## src/rtl/eth_pkg.sv

```systemverilog
// Shared Ethernet framing constants and types for the RX/TX datapaths.
// Contents: preamble/SFD byte values, CRC-32 polynomial/init/residue,
// field widths, receive FSM state type, bit-reflection helper.
package eth_pkg;

  localparam logic [7:0]  ETH_PREAMBLE    = 8'h55;
  localparam logic [7:0]  ETH_SFD         = 8'hD5;
  localparam logic [31:0] ETH_CRC_POLY    = 32'h04C11DB7;
  localparam logic [31:0] ETH_CRC_INIT    = 32'hFFFFFFFF;
  localparam logic [31:0] ETH_CRC_RESIDUE = 32'hDEBB20E3;

  localparam int unsigned ETH_LEN_W     = 11;
  localparam int unsigned ETH_PRE_CNT_W = 3;
  localparam int unsigned ETH_BAD_CNT_W = 16;

  typedef enum logic [1:0] {
    IDLE = 2'd0,
    PRE  = 2'd1,
    PAY  = 2'd2,
    DROP = 2'd3
  } eth_rx_state_e;

  // Bit-reverse a 32-bit word (LSB-first CRC uses the mirrored polynomial).
  function automatic logic [31:0] eth_reflect32(input logic [31:0] v);
    logic [31:0] r;
    r = '0;
    for (int i = 0; i < 32; i++) begin
      r[i] = v[31-i];
    end
    return r;
  endfunction

endpackage

```

## src/rtl/eth_crc32_d8.sv

```systemverilog
// Combinational reflected CRC-32 update over one byte (LSB first).
// Ports:
//   crc        in  32 : current CRC register
//   data       in  8  : byte to absorb
//   crc_next_c out 32 : CRC after absorbing data (no final XOR)
module eth_crc32_d8
  import eth_pkg::*;
(
  input  logic [31:0] crc,
  input  logic [7:0]  data,
  output logic [31:0] crc_next_c
);

  localparam logic [31:0] POLY_R = eth_reflect32(ETH_CRC_POLY);

  // Eight unrolled shift/XOR steps; the byte is folded in up front.
  always_comb begin
    logic [31:0] c;
    c = crc ^ {24'h000000, data};
    for (int i = 0; i < 8; i++) begin
      c = c[0] ? ((c >> 1) ^ POLY_R) : (c >> 1);
    end
    crc_next_c = c;
  end

endmodule

```

## src/rtl/eth_rx_frame_check.sv

```systemverilog
// Receive framing stage: strips preamble/SFD, checks FCS and length,
// emits payload bytes plus a one-cycle end-of-frame verdict.
// Config macro: ETH_RX_FCS_STRIP_EN -- when defined, a 4-byte delay line
// removes the FCS from the output stream; otherwise bytes pass through
// with one cycle of latency and the FCS is emitted.
// Ports:
//   rx_clk     in  1  : receive clock
//   rst        in  1  : asynchronous active-high reset
//   data       in  8  : received byte
//   data_valid in  1  : byte valid (RX_DV)
//   data_error in  1  : receive error on this byte (RX_ER)
//   out_data   out 8  : payload byte
//   out_valid  out 1  : out_data valid
//   out_sof    out 1  : first out_valid of a frame
//   out_eof    out 1  : end-of-frame strobe
//   out_good   out 1  : verdict, qualified by out_eof
//   frame_len  out 11 : bytes after SFD incl. FCS, qualified by out_eof
//   bad_cnt    out 16 : saturating bad-frame counter
module eth_rx_frame_check
  import eth_pkg::*;
#(
  parameter int unsigned MIN_LEN = 64,
  parameter int unsigned MAX_LEN = 1518
) (
  input  logic                     rx_clk,
  input  logic                     rst,
  input  logic [7:0]               data,
  input  logic                     data_valid,
  input  logic                     data_error,
  output logic [7:0]               out_data,
  output logic                     out_valid,
  output logic                     out_sof,
  output logic                     out_eof,
  output logic                     out_good,
  output logic [ETH_LEN_W-1:0]     frame_len,
  output logic [ETH_BAD_CNT_W-1:0] bad_cnt
);

  localparam logic [ETH_LEN_W-1:0]     MIN_LEN_L = ETH_LEN_W'(MIN_LEN);
  localparam logic [ETH_LEN_W-1:0]     MAX_LEN_L = ETH_LEN_W'(MAX_LEN);
  localparam logic [ETH_PRE_CNT_W-1:0] PRE_LAST  = ETH_PRE_CNT_W'(7);

  eth_rx_state_e              state_q, state_d;
  logic [ETH_PRE_CNT_W-1:0]   pre_cnt_q, pre_cnt_d;
  logic [31:0]                crc_q, crc_d, crc_nxt_c;
  logic [ETH_LEN_W-1:0]       len_q, len_d;
  logic                       err_q, err_d;

  logic [7:0]                 out_data_d;
  logic                       out_valid_d, out_sof_d, out_eof_d, out_good_d;
  logic [ETH_LEN_W-1:0]       frame_len_d;
  logic [ETH_BAD_CNT_W-1:0]   bad_cnt_d;

`ifdef ETH_RX_FCS_STRIP_EN
  logic [3:0][7:0]            dly_q, dly_d;
`endif

  eth_crc32_d8 u_crc (
    .crc        (crc_q),
    .data       (data),
    .crc_next_c (crc_nxt_c)
  );

  // State register; reset lands in DROP so a frame already in flight is ignored.
  always_ff @(posedge rx_clk or posedge rst) begin
    if (rst) state_q <= DROP;
    else     state_q <= state_d;
  end

  // Next-state logic.
  always_comb begin
    state_d = state_q;
    case (state_q)
      IDLE: begin
        if (data_valid) state_d = (data == ETH_PREAMBLE) ? PRE : DROP;
      end
      PRE: begin
        if (!data_valid)                 state_d = IDLE;
        else if (data == ETH_PREAMBLE)   state_d = (pre_cnt_q == PRE_LAST) ? DROP : PRE;
        else if (data == ETH_SFD)        state_d = PAY;
        else                             state_d = DROP;
      end
      PAY: begin
        if (!data_valid) state_d = IDLE;
      end
      DROP: begin
        if (!data_valid) state_d = IDLE;
      end
      default: state_d = DROP;
    endcase
  end

  // Datapath and output next values.
  always_comb begin
    pre_cnt_d   = pre_cnt_q;
    crc_d       = crc_q;
    len_d       = len_q;
    err_d       = err_q;
    out_data_d  = out_data;
    out_valid_d = 1'b0;
    out_sof_d   = 1'b0;
    out_eof_d   = 1'b0;
    out_good_d  = 1'b0;
    frame_len_d = frame_len;
    bad_cnt_d   = bad_cnt;
`ifdef ETH_RX_FCS_STRIP_EN
    dly_d       = dly_q;
`endif

    // Counter follows the registered verdict, hence one cycle after out_eof.
    if (out_eof && !out_good && (bad_cnt != '1)) begin
      bad_cnt_d = bad_cnt + ETH_BAD_CNT_W'(1);
    end

    case (state_q)
      IDLE: begin
        pre_cnt_d = ETH_PRE_CNT_W'(1);
      end
      PRE: begin
        if (data_valid) begin
          pre_cnt_d = pre_cnt_q + ETH_PRE_CNT_W'(1);
          if (data == ETH_SFD) begin
            crc_d = ETH_CRC_INIT;
            len_d = '0;
            err_d = 1'b0;
          end
        end
      end
      PAY: begin
        if (data_valid) begin
          crc_d = crc_nxt_c;
          len_d = (len_q == '1) ? len_q : len_q + ETH_LEN_W'(1);
          err_d = err_q | data_error;
`ifdef ETH_RX_FCS_STRIP_EN
          // Byte k arriving releases byte k-4; the last four are the FCS.
          dly_d = {dly_q[2:0], data};
          if ((len_q >= ETH_LEN_W'(4)) && (len_q < MAX_LEN_L)) begin
            out_valid_d = 1'b1;
            out_data_d  = dly_q[3];
            out_sof_d   = (len_q == ETH_LEN_W'(4));
          end
`else
          if (len_q < MAX_LEN_L) begin
            out_valid_d = 1'b1;
            out_data_d  = data;
            out_sof_d   = (len_q == '0);
          end
`endif
        end else begin
          out_eof_d   = 1'b1;
          frame_len_d = len_q;
          out_good_d  = (crc_q == ETH_CRC_RESIDUE) && !err_q &&
                        (len_q >= MIN_LEN_L) && (len_q <= MAX_LEN_L);
        end
      end
      default: ;
    endcase
  end

  // Datapath and output registers.
  always_ff @(posedge rx_clk or posedge rst) begin
    if (rst) begin
      pre_cnt_q <= '0;
      crc_q     <= ETH_CRC_INIT;
      len_q     <= '0;
      err_q     <= 1'b0;
      out_data  <= '0;
      out_valid <= 1'b0;
      out_sof   <= 1'b0;
      out_eof   <= 1'b0;
      out_good  <= 1'b0;
      frame_len <= '0;
      bad_cnt   <= '0;
`ifdef ETH_RX_FCS_STRIP_EN
      dly_q     <= '0;
`endif
    end else begin
      pre_cnt_q <= pre_cnt_d;
      crc_q     <= crc_d;
      len_q     <= len_d;
      err_q     <= err_d;
      out_data  <= out_data_d;
      out_valid <= out_valid_d;
      out_sof   <= out_sof_d;
      out_eof   <= out_eof_d;
      out_good  <= out_good_d;
      frame_len <= frame_len_d;
      bad_cnt   <= bad_cnt_d;
`ifdef ETH_RX_FCS_STRIP_EN
      dly_q     <= dly_d;
`endif
    end
  end

endmodule

```

## config.mk

```make
export PLATFORM = sky130hd
export DESIGN_NAME = eth_rx_frame_check
export DESIGN_NICKNAME = d
export VERILOG_FILES = /design/src/rtl/eth_pkg.sv /design/src/rtl/eth_crc32_d8.sv /design/src/rtl/eth_rx_frame_check.sv
export SDC_FILE = /design/constraint.sdc
export NUM_CORES = 1
export LEC_CHECK = 0
export ABC_AREA = 0
export CAP_MARGIN = 20
export CORE_ASPECT_RATIO = 0.5
export CORE_UTILIZATION = 45
export DETAILED_ROUTE_END_ITERATION = 16
export GPL_ROUTABILITY_DRIVEN = 1
export PLACE_DENSITY = 0.64
export SLEW_MARGIN = 20
export SYNTH_ARGS = -nofsm -noshare
export SYNTH_HDL_FRONTEND = slang
export SYNTH_SLANG_ARGS = --single-unit
```

## constraint.sdc

```tcl
create_clock -name rx_clk -period 6.86 [get_ports rx_clk]
set_input_delay 1.372 -clock rx_clk [delete_from_list [all_inputs] [get_ports rx_clk]]
set_output_delay 1.372 -clock rx_clk [all_outputs]
set_load 0.02 [all_outputs]
```

# After elaboration in Yosys (flattened, before gate mapping)
# Cells that the tools add are included.
[classes] addsub=3 magnitude_cmp=3 n_eq_ne=15 mux=41 bitwise=11 n_reduce_logical=18
[ops] operator="2-to-1 mux 32 bit" count=11
[ops] operator="inverter 13 -> 14 bit" count=8
[ops] operator="case mux 32 bit (2 select lines)" count=1
[ops] operator="2-to-1 mux 11 bit" count=4
[ops] operator="equality test 32 bit (second input constant)" count=1
[ops] operator="bitwise XOR 32 x 8 -> 32 bit" count=1
[ops] operator="case mux 11 bit (2 select lines)" count=1
[ops] operator="adder 16 x 1 -> 16 bit (second input constant)" count=1
[ops] operator="inequality test 16 bit (second input constant)" count=1
[ops] operator="2-to-1 mux 1 bit" count=14
[ops] operator="2-to-1 mux 2 bit" count=6
[ops] operator="inequality test 2 bit (second input constant)" count=6
[ops] operator="adder 11 x 1 -> 11 bit (second input constant)" count=1
[ops] operator="equality test 11 bit (second input constant)" count=1
[ops] operator=">= comparator 11 x 7 -> 1 bit (second input constant)" count=1
[ops] operator="less-or-equal comparator 11 bit (second input constant)" count=1
[ops] operator="logical NOT 11 bit" count=1
[ops] operator="less-than comparator 11 bit (second input constant)" count=1
[ops] operator="equality test 8 x 7 -> 1 bit (second input constant)" count=1
[ops] operator="equality test 8 bit (second input constant)" count=1
[ops] operator="case mux 2 bit (3 select lines)" count=1
[ops] operator="case mux 3 bit (2 select lines)" count=1
[ops] operator="AND reduction 2 bit" count=3
[ops] operator="logical AND 1 bit" count=5
[ops] operator="other kinds (15)" count=18
[word_totals] regBits=88 in_bits=12 out_inout_bits=39 elab_cells=103

# Depth between registers and ports, before layout
# Gate-level depths: netlist of the first run.
[depth] ltp_word=19 ltp_mapped=6 ltp_nobuf=6

# Cells and area by module
# From an unflattened synthesis of the first run, not the netlist that was laid out.
[unflattened] hier_cells=393 area_unflattened_um2=4698.3
[modules_own_cells] mod="eth_rx_frame_check" n_inst=1 cells_each=322 area_each_um2=3951.3
[modules_own_cells] mod="eth_crc32_d8" n_inst=1 cells_each=71 area_each_um2=747.0

# Worst setup path after synthesis of the first run
# Ideal clock, no wire load.
[synth_timing] path_type="input to register" from="in data[4]" to="reg crc_q[24]" setup_ns=0.080 arrival_time_ns=2.534 path_slack_ns=4.247 stages=5 path_buffers=0 cell_sequence="xnor2_2 -> xnor2_1 -> xnor2_1 -> xnor2_1 -> o22a_1"
[synth_via] elab_chain_len=13 word_cells_on_any_way=16 cone_classes="eq/ne: 2; mux: 10; bitwise: 3; reduce/logical: 1"
[synth_lines] item="start: declaration" line_no="eth_rx_frame_check.sv:27" source="input logic [7:0] data,"
[synth_lines] item="bitwise XOR 32 x 8 -> 32 bit" line_no="eth_crc32_d8.sv:19" source="c = crc ^ {24'h000000, data};"
[synth_lines] item="2-to-1 mux 32 bit (5 in a row)" line_no="eth_crc32_d8.sv:21" source="c = c[0] ? ((c >> 1) ^ POLY_R) : (c >> 1);"
[synth_lines] item="inverter 13 -> 14 bit (no line)"
[synth_lines] item="2-to-1 mux 32 bit (2 in a row)" line_no="eth_crc32_d8.sv:21"
[synth_lines] item="inverter 13 -> 14 bit (no line)"
[synth_lines] item="2-to-1 mux 32 bit" line_no="eth_crc32_d8.sv:21"
[synth_lines] item="2-to-1 mux 32 bit" line_no="eth_rx_frame_check.sv:130" source="if (data_valid) begin"
[synth_lines] item="case mux 32 bit (2 select lines)" line_no="eth_rx_frame_check.sv:115" source="case (state_q)"
[synth_lines] item="end signal: assignment" line_no="eth_rx_frame_check.sv:179" source="crc_q <= crc_d;"
[synth_lines] item="end: declaration" line_no="eth_rx_frame_check.sv:45" source="logic [31:0] crc_q, crc_d, crc_nxt_c;"
# Parallel ways exist; a longest one is shown, timed or not. The select of a mux whose other input is x is not followed.
# A chain may end at the register's enable or synchronous reset.

# Final worst setup path of the first run
[layout_timing] from="in data[4]" to="reg len_q[0]"
[layout_via] elab_chain_len=3
[layout_lines] item="equality test 8 bit" line_no="eth_rx_frame_check.sv:122" source="if (data == ETH_SFD) begin"
[layout_lines] item="inequality test 2 bit (no line)"
[layout_lines] item="AND reduction 5 bit (no line)"
[layout_lines] item="end signal: assignment" line_no="eth_rx_frame_check.sv:180" source="len_q <= len_d;"
[layout_lines] item="end: declaration" line_no="eth_rx_frame_check.sv:46" source="logic [ETH_LEN_W-1:0] len_q, len_d;"
# No other way between the ends.

==> results.json, run 1 <==
{
  "numClockSinks": 88,
  "syn-cell-area_mm2": 0.004588,
  "root_buffer": "clkbuf_16",
  "die_width_um": 144.8,
  "grt_overflow": 0,
  "cp_top_family": "simple AND/OR/NAND/NOR gates",
  "p_per_area_mw_per_mm2": 482.1,
  "max_freq_ghz": 0.2736,
  "diodes": 0,
  "syn-instance-count": 400,
  "routed_wl_um": 9969,
  "fin_ws_ns": 3.205,
  "final_core_util_pct": 57.10,
  "multiInputGateArea_mm2": 0.002256,
  "min_period_over_period_pct": 53.28,
  "min_delay_path_depth": 1,
  "globalplace.congestion": 0.9702,
  "clkLatencyLatePin_ns": 0.34,
  "power_w": 0.002661,
  "async_flop_share_pct": 100.0,
  "postCtsSetupBuffers": 0,
  "synth_area_leaders": "dfrtp_1, dfstp_2, xnor2_1, mux2_2, xor2_1",
  "yosysTopAreaCellShare_pct": 29.45,
  "die_area_mm2": 0.01063,
  "cts.repair.resized": 0,
  "via_count": 3190,
  "cp-start-kind": "input port",
  "grt_use_total_pct": 21.00,
  "clkTransAtPathRegs_ns": 0.06,
  "period_needed_ns": 3.655,
  "worstPathMaxFanout": 28,
  "clockBufferDepth": 2,
  "synth_edf_count": 0,
  "end_kind": "register",
  "setup-tns-final_ns": 0,
  "grt_pass1_wl_um": 16520,
  "syn-num-nets": 417,
  "core_area_mm2": 0.009666,
  "cts_tree": "yes",
  "drt-initial-drc-count": 315,
  "ys.flop_type": "dfrtp_1",
  "rows": 25,
  "cpPeakStageDelay_ns": 0.82,
  "arrival_ns": 3.88,
  "drive_above_1_share_pct": 19.60,
  "tightestPinTransition_ns": 0.9598,
  "crit_required_ns": 7.08,
  "hold_viol": 0,
  "critical_path_class": "in -> reg",
  "io_pins": 51,
  "finalSetupViolCount": 0,
  "drc": 0,
  "hpwl_um": 7040,
  "drv_slew": 0,
  "synth_commonest_cells": "xnor2_1, dfrtp_1, nor2_1",
  "regArea_mm2": 0.002245,
  "grt_max_degree": 89,
  "yosys_warnings": 0,
  "die_h_um": 73.40,
  "fillers": 796,
  "io_buffers": 50,
  "place_ws_ns": 2.890,
  "cts_hold_buf": 0,
  "skew_ns": 0.007215,
  "p_leak_nw": 2.186,
  "via_per_inst": 5.416,
  "syn2layout_area_growth_pct": 20.29,
  "antenna_found_initial": 0,
  "drv_cap": 0,
  "ys_seq_area_share_pct": 48.92,
  "synth-seq-cells": 88,
  "yosysMostFrequentCell": "xnor2_1",
  "ir_drop_mv": 0.2206,
  "dr.pass1.iters": 4,
  "rsz0062_at_grt": "no",
  "rr_worst_depth": 5,
  "regToRegSetupSlack_ns": 3.99,
  "syn_area_per_cell_um2": 11.47,
  "hold_ws_ns": 0.4983,
  "hp-class": "reg -> reg",
  "ant_nets": 0,
  "htreeDepth": 3,
  "slowest_stage": "nand2_1",
  "slew_headroom_pct": 35.86,
  "ys_types": 51,
  "grt_pass1_vias": 3078,
  "crit_top_cell": "nand2_1",
  "path_cells": "clkdlybuf4s50_1 -> nor3b_1 -> nand3_1 -> nand2_1 -> nand2_1 -> mux2_2",
  "status": "finished, final reports clean",
  "num-nets-final": 466,
  "initial_core_util_pct": 47.47,
  "cts_buffers": 9,
  "cp_num_buf_inv": 1,
  "cp_num_cells": 6,
  "wl_per_cell_um": 16.93,
  "synth_area_leader_cell": "dfrtp_1"
}
[area by class of cell]
class,count,share of cell area [%]
Tap cell,135,3.061
Clock inverter,6,1.270
Inverter,8,0.5668
Clock buffer,10,4.149
Multi-Input combinational cell,290,40.88
Timing Repair Buffer,52,9.408
Sequential cell,88,40.67
[sequential cells by signal (all words and copies together), names as in the netlist]
| signal | cells |
|---|---|
| out_eof | 1 |
| bad_cnt | 16 |
| out_sof | 1 |
| frame_len | 11 |
| crc_q | 32 |
| len_q | 11 |
| state_q | 2 |
| out_valid | 1 |
| out_data | 8 |
| pre_cnt_q | 3 |
| out_good | 1 |
| err_q | 1 |
[report_power, final]
group          internal (W)  switching [W]
Combinational      0.000629       0.000628
Sequential         0.000739       0.000177
Clock              0.000283       0.000205
Total               0.00165        0.00101
[worst paths after layout]
check	end	start
worst max-delay path	len_q[0]	data[4]
min in group asynchronous	bad_cnt[1]	rst
max in group asynchronous	out_data[1]	rst
worst min-delay path	bad_cnt[15]	bad_cnt[15]
worst max register to register	len_q[0]	state_q[1]
worst min register to register	bad_cnt[15]	bad_cnt[15]
[cell usage in the layout, fill, tap and decap left out, types with 3 or more instances in the layout]
master and count:
nor4_1 4, and4b_1 4, xor2_4 4, nor3_1 6
o22a_1 8, nor2_1 38, nand3_1 11, xnor2_2 7
and4_1 4, a211oi_1 4, a31oi_1 6, inv_1 7
dfrtp_1 54, ha_1 5, clkinvlp_4 3, xor2_1 19
nand2_1 11, dfstp_2 34, nand4_1 12, o21ai_0 3
clkdlybuf4s50_1 50, and3_1 5, clkbuf_16 9, xnor2_1 61
a21oi_1 24, mux2_2 21
[metrics by stage]
stage                     std cells  area, um2
final                           589       5519
after global routing            589       5519
after CTS                       589       5515
after detailed placement        573       5216
after global placement          573       5216
after floorplan                 400       4588
[worst reg2reg max path: cells and delay by family, from the launching register on]
family	cells	cell delay (ns)
simple gates	4	1.85
flops	1	0.60
mux	1	0.31
[cell families (layout without fill, tap and decap cells)]
family	Yosys count	count (layout)	synth area share, %
and+or+nand+nor	113	113	13.36
adders and majority gates	5	5	1.364
buffers and inverters	22	76	1.909
xor gates and xnor gates	92	92	20.51
AOI/OAI and AO/OA	58	58	8.563
muxes	22	22	5.372
DFF	88	88	48.92
[routing by layer]
metal | global-route usage (%) | up-vias | part of all wire (%)
met5 | 0 | - | 0
met2 | 32.69 | 98 | 47
met1 | 29.12 | 1563 | 47
met3 | 4.563 | 12 | 5.5
li1 | - | 1517 | -
met4 | 7.485 | 0 | 0.91
Power figures use the tool's default switching activity.
==> run 2, diff against run 1 <==
Clock period 6.86 ns to 3.6 ns, I/O delays scaled along.
==> results.json, run 2 (same netlist as run 1, synthesis figures left out) <==
{
  "status": "finished, final reports clean",
  "reg.largest.list": "crc_q (32), bad_cnt (16)",
  "via_count": 3226,
  "routed_wl_um": 10210,
  "most-common-layout-cells": "xnor2_1, dfrtp_1, clkdlybuf4s50_1",
  "final_common_cell": "xnor2_1",
  "hold_viol": 0,
  "initial_core_util_pct": 47.47,
  "rows": 25,
  "grt_overflow": 0,
  "path_cells": "clkdlybuf4s50_1 -> nor3b_1 -> nand3_1 -> nand2_1 -> buf_4 -> nor2_1 -> a21oi_1",
  "cp_top_family": "simple AND/OR/NAND/NOR gates",
  "cts.repair.resized": 0,
  "skew_ns": 0.008333,
  "globalplace.congestion": 0.8830,
  "htreeDepth": 3,
  "numClockSinks": 88,
  "core_area_mm2": 0.009666,
  "grt_max_degree": 49,
  "clkTransAtPathRegs_ns": 0.07,
  "ir_drop_mv": 0.3665,
  "num-nets-final": 470,
  "cts_buffers": 9,
  "wl_per_cell_um": 17.21,
  "drc": 0,
  "rsz0062_at_grt": "no",
  "syn2layout_area_growth_pct": 20.56,
  "arrival_ns": 2.75,
  "largest_register_ffs": 32,
  "cp-start-kind": "input port",
  "hpwl_um": 7325,
  "slew_headroom_pct": 50.81,
  "dr.pass1.iters": 4,
  "place_ws_ns": 0.7883,
  "antenna_found_initial": 0,
  "clkLatencyLatePin_ns": 0.35,
  "tightestPinTransition_ns": 0.7370,
  "drive_above_1_share_pct": 20.52,
  "drt-initial-drc-count": 218,
  "fin_ws_ns": 1.116,
  "period_needed_ns": 2.484,
  "grt_use_total_pct": 21.27,
  "grt_pass1_vias": 3257,
  "io_pins": 51,
  "cts_hold_buf": 0,
  "root_buffer": "clkbuf_16",
  "placed_cell_area_mm2": 0.005259,
  "fillers": 782,
  "via_per_inst": 5.440,
  "end_kind": "register",
  "crit_required_ns": 3.86,
  "die_h_um": 73.40,
  "postCtsSetupBuffers": 0,
  "drv_cap": 0,
  "diodes": 0,
  "die_area_mm2": 0.01063,
  "hp-class": "reg -> reg",
  "clockBufferDepth": 2,
  "cp_num_buf_inv": 2,
  "finalInstanceArea_mm2": 0.005532,
  "slowest_stage": "clkdlybuf4s50_1",
  "min_period_over_period_pct": 69.01,
  "max_freq_ghz": 0.4025,
  "die_width_um": 144.8,
  "setup-tns-final_ns": 0,
  "io_buffers": 50,
  "ant_nets": 0,
  "cts_tree": "yes",
  "worstPathMaxFanout": 27,
  "finalSetupViolCount": 0,
  "top_register": "crc_q",
  "drv_slew": 0,
  "critical_path_class": "in -> reg",
  "regToRegSetupSlack_ns": 1.32,
  "cpPeakStageDelay_ns": 0.55,
  "p_per_area_mw_per_mm2": 911.8,
  "grt_pass1_wl_um": 16660,
  "p_leak_nw": 2.206
}
-- run 2: cell count changes in the layout (fill, tap and decap cells not counted), sizes merged --
cell      before  now
buf            2    6
clkinv         3    5
bufinv         1    0
clkbuf        10    9
clkinvlp       3    2
inv            7    8
-- run 2: through the flow --
stage	utilization (%)	cells	hold WS (ns)	total power, W
after floorplan	-	400	0.4577	0.003577
after global placement	54.41	577	0.4845	0.004151
after detailed placement	54.41	577	0.4894	0.004160
after CTS	57.23	593	0.4982	0.005066
after global routing	57.23	593	0.5188	0.005340
final	57.23	593	0.4950	0.005044
-- run 2: layout make-up --
type / instances / area (um2) / area share, %
clock buffer: 9 / 225.2 / 4.071
clock inverter: 7 / 47.55 / 0.8595
inverter: 8 / 31.28 / 0.5655
multi-input combinational: 290 / 2256 / 40.78
sequential: 88 / 2245 / 40.58
tap: 135 / 168.9 / 3.054
timing repair buffer: 56 / 558.0 / 10.09
-- run 2: layer usage --
metal  part of all wire, %  track usage [%]  vias up
met5                     0                0        -
met4                   2.0            9.708        0
met3                   5.5            5.802       19
met2                    46            34.72       80
met1                    46            26.66     1610
li1                      -                -     1517
-- run 2: final timing paths --
kind                                   from     endpoint  cells past startpoint
worst max-delay path                data[4]     crc_q[5]                      7
worst min-delay path            bad_cnt[13]  bad_cnt[13]                      1
worst max register to register   state_q[1]  out_data[1]                      5
worst min register to register  bad_cnt[13]  bad_cnt[13]                      1
max in group asynchronous               rst     crc_q[3]                      3
min in group asynchronous               rst   bad_cnt[4]                      2
-- run 2: where the power goes --
part           switching (W)  total [W]  leakage [nW]  internal [W]
clock               0.000397   0.000864         0.132      0.000467
combinational        0.00123    0.00243          1.01       0.00120
sequential          0.000339    0.00175          1.06       0.00141
total                0.00197    0.00504          2.21       0.00308
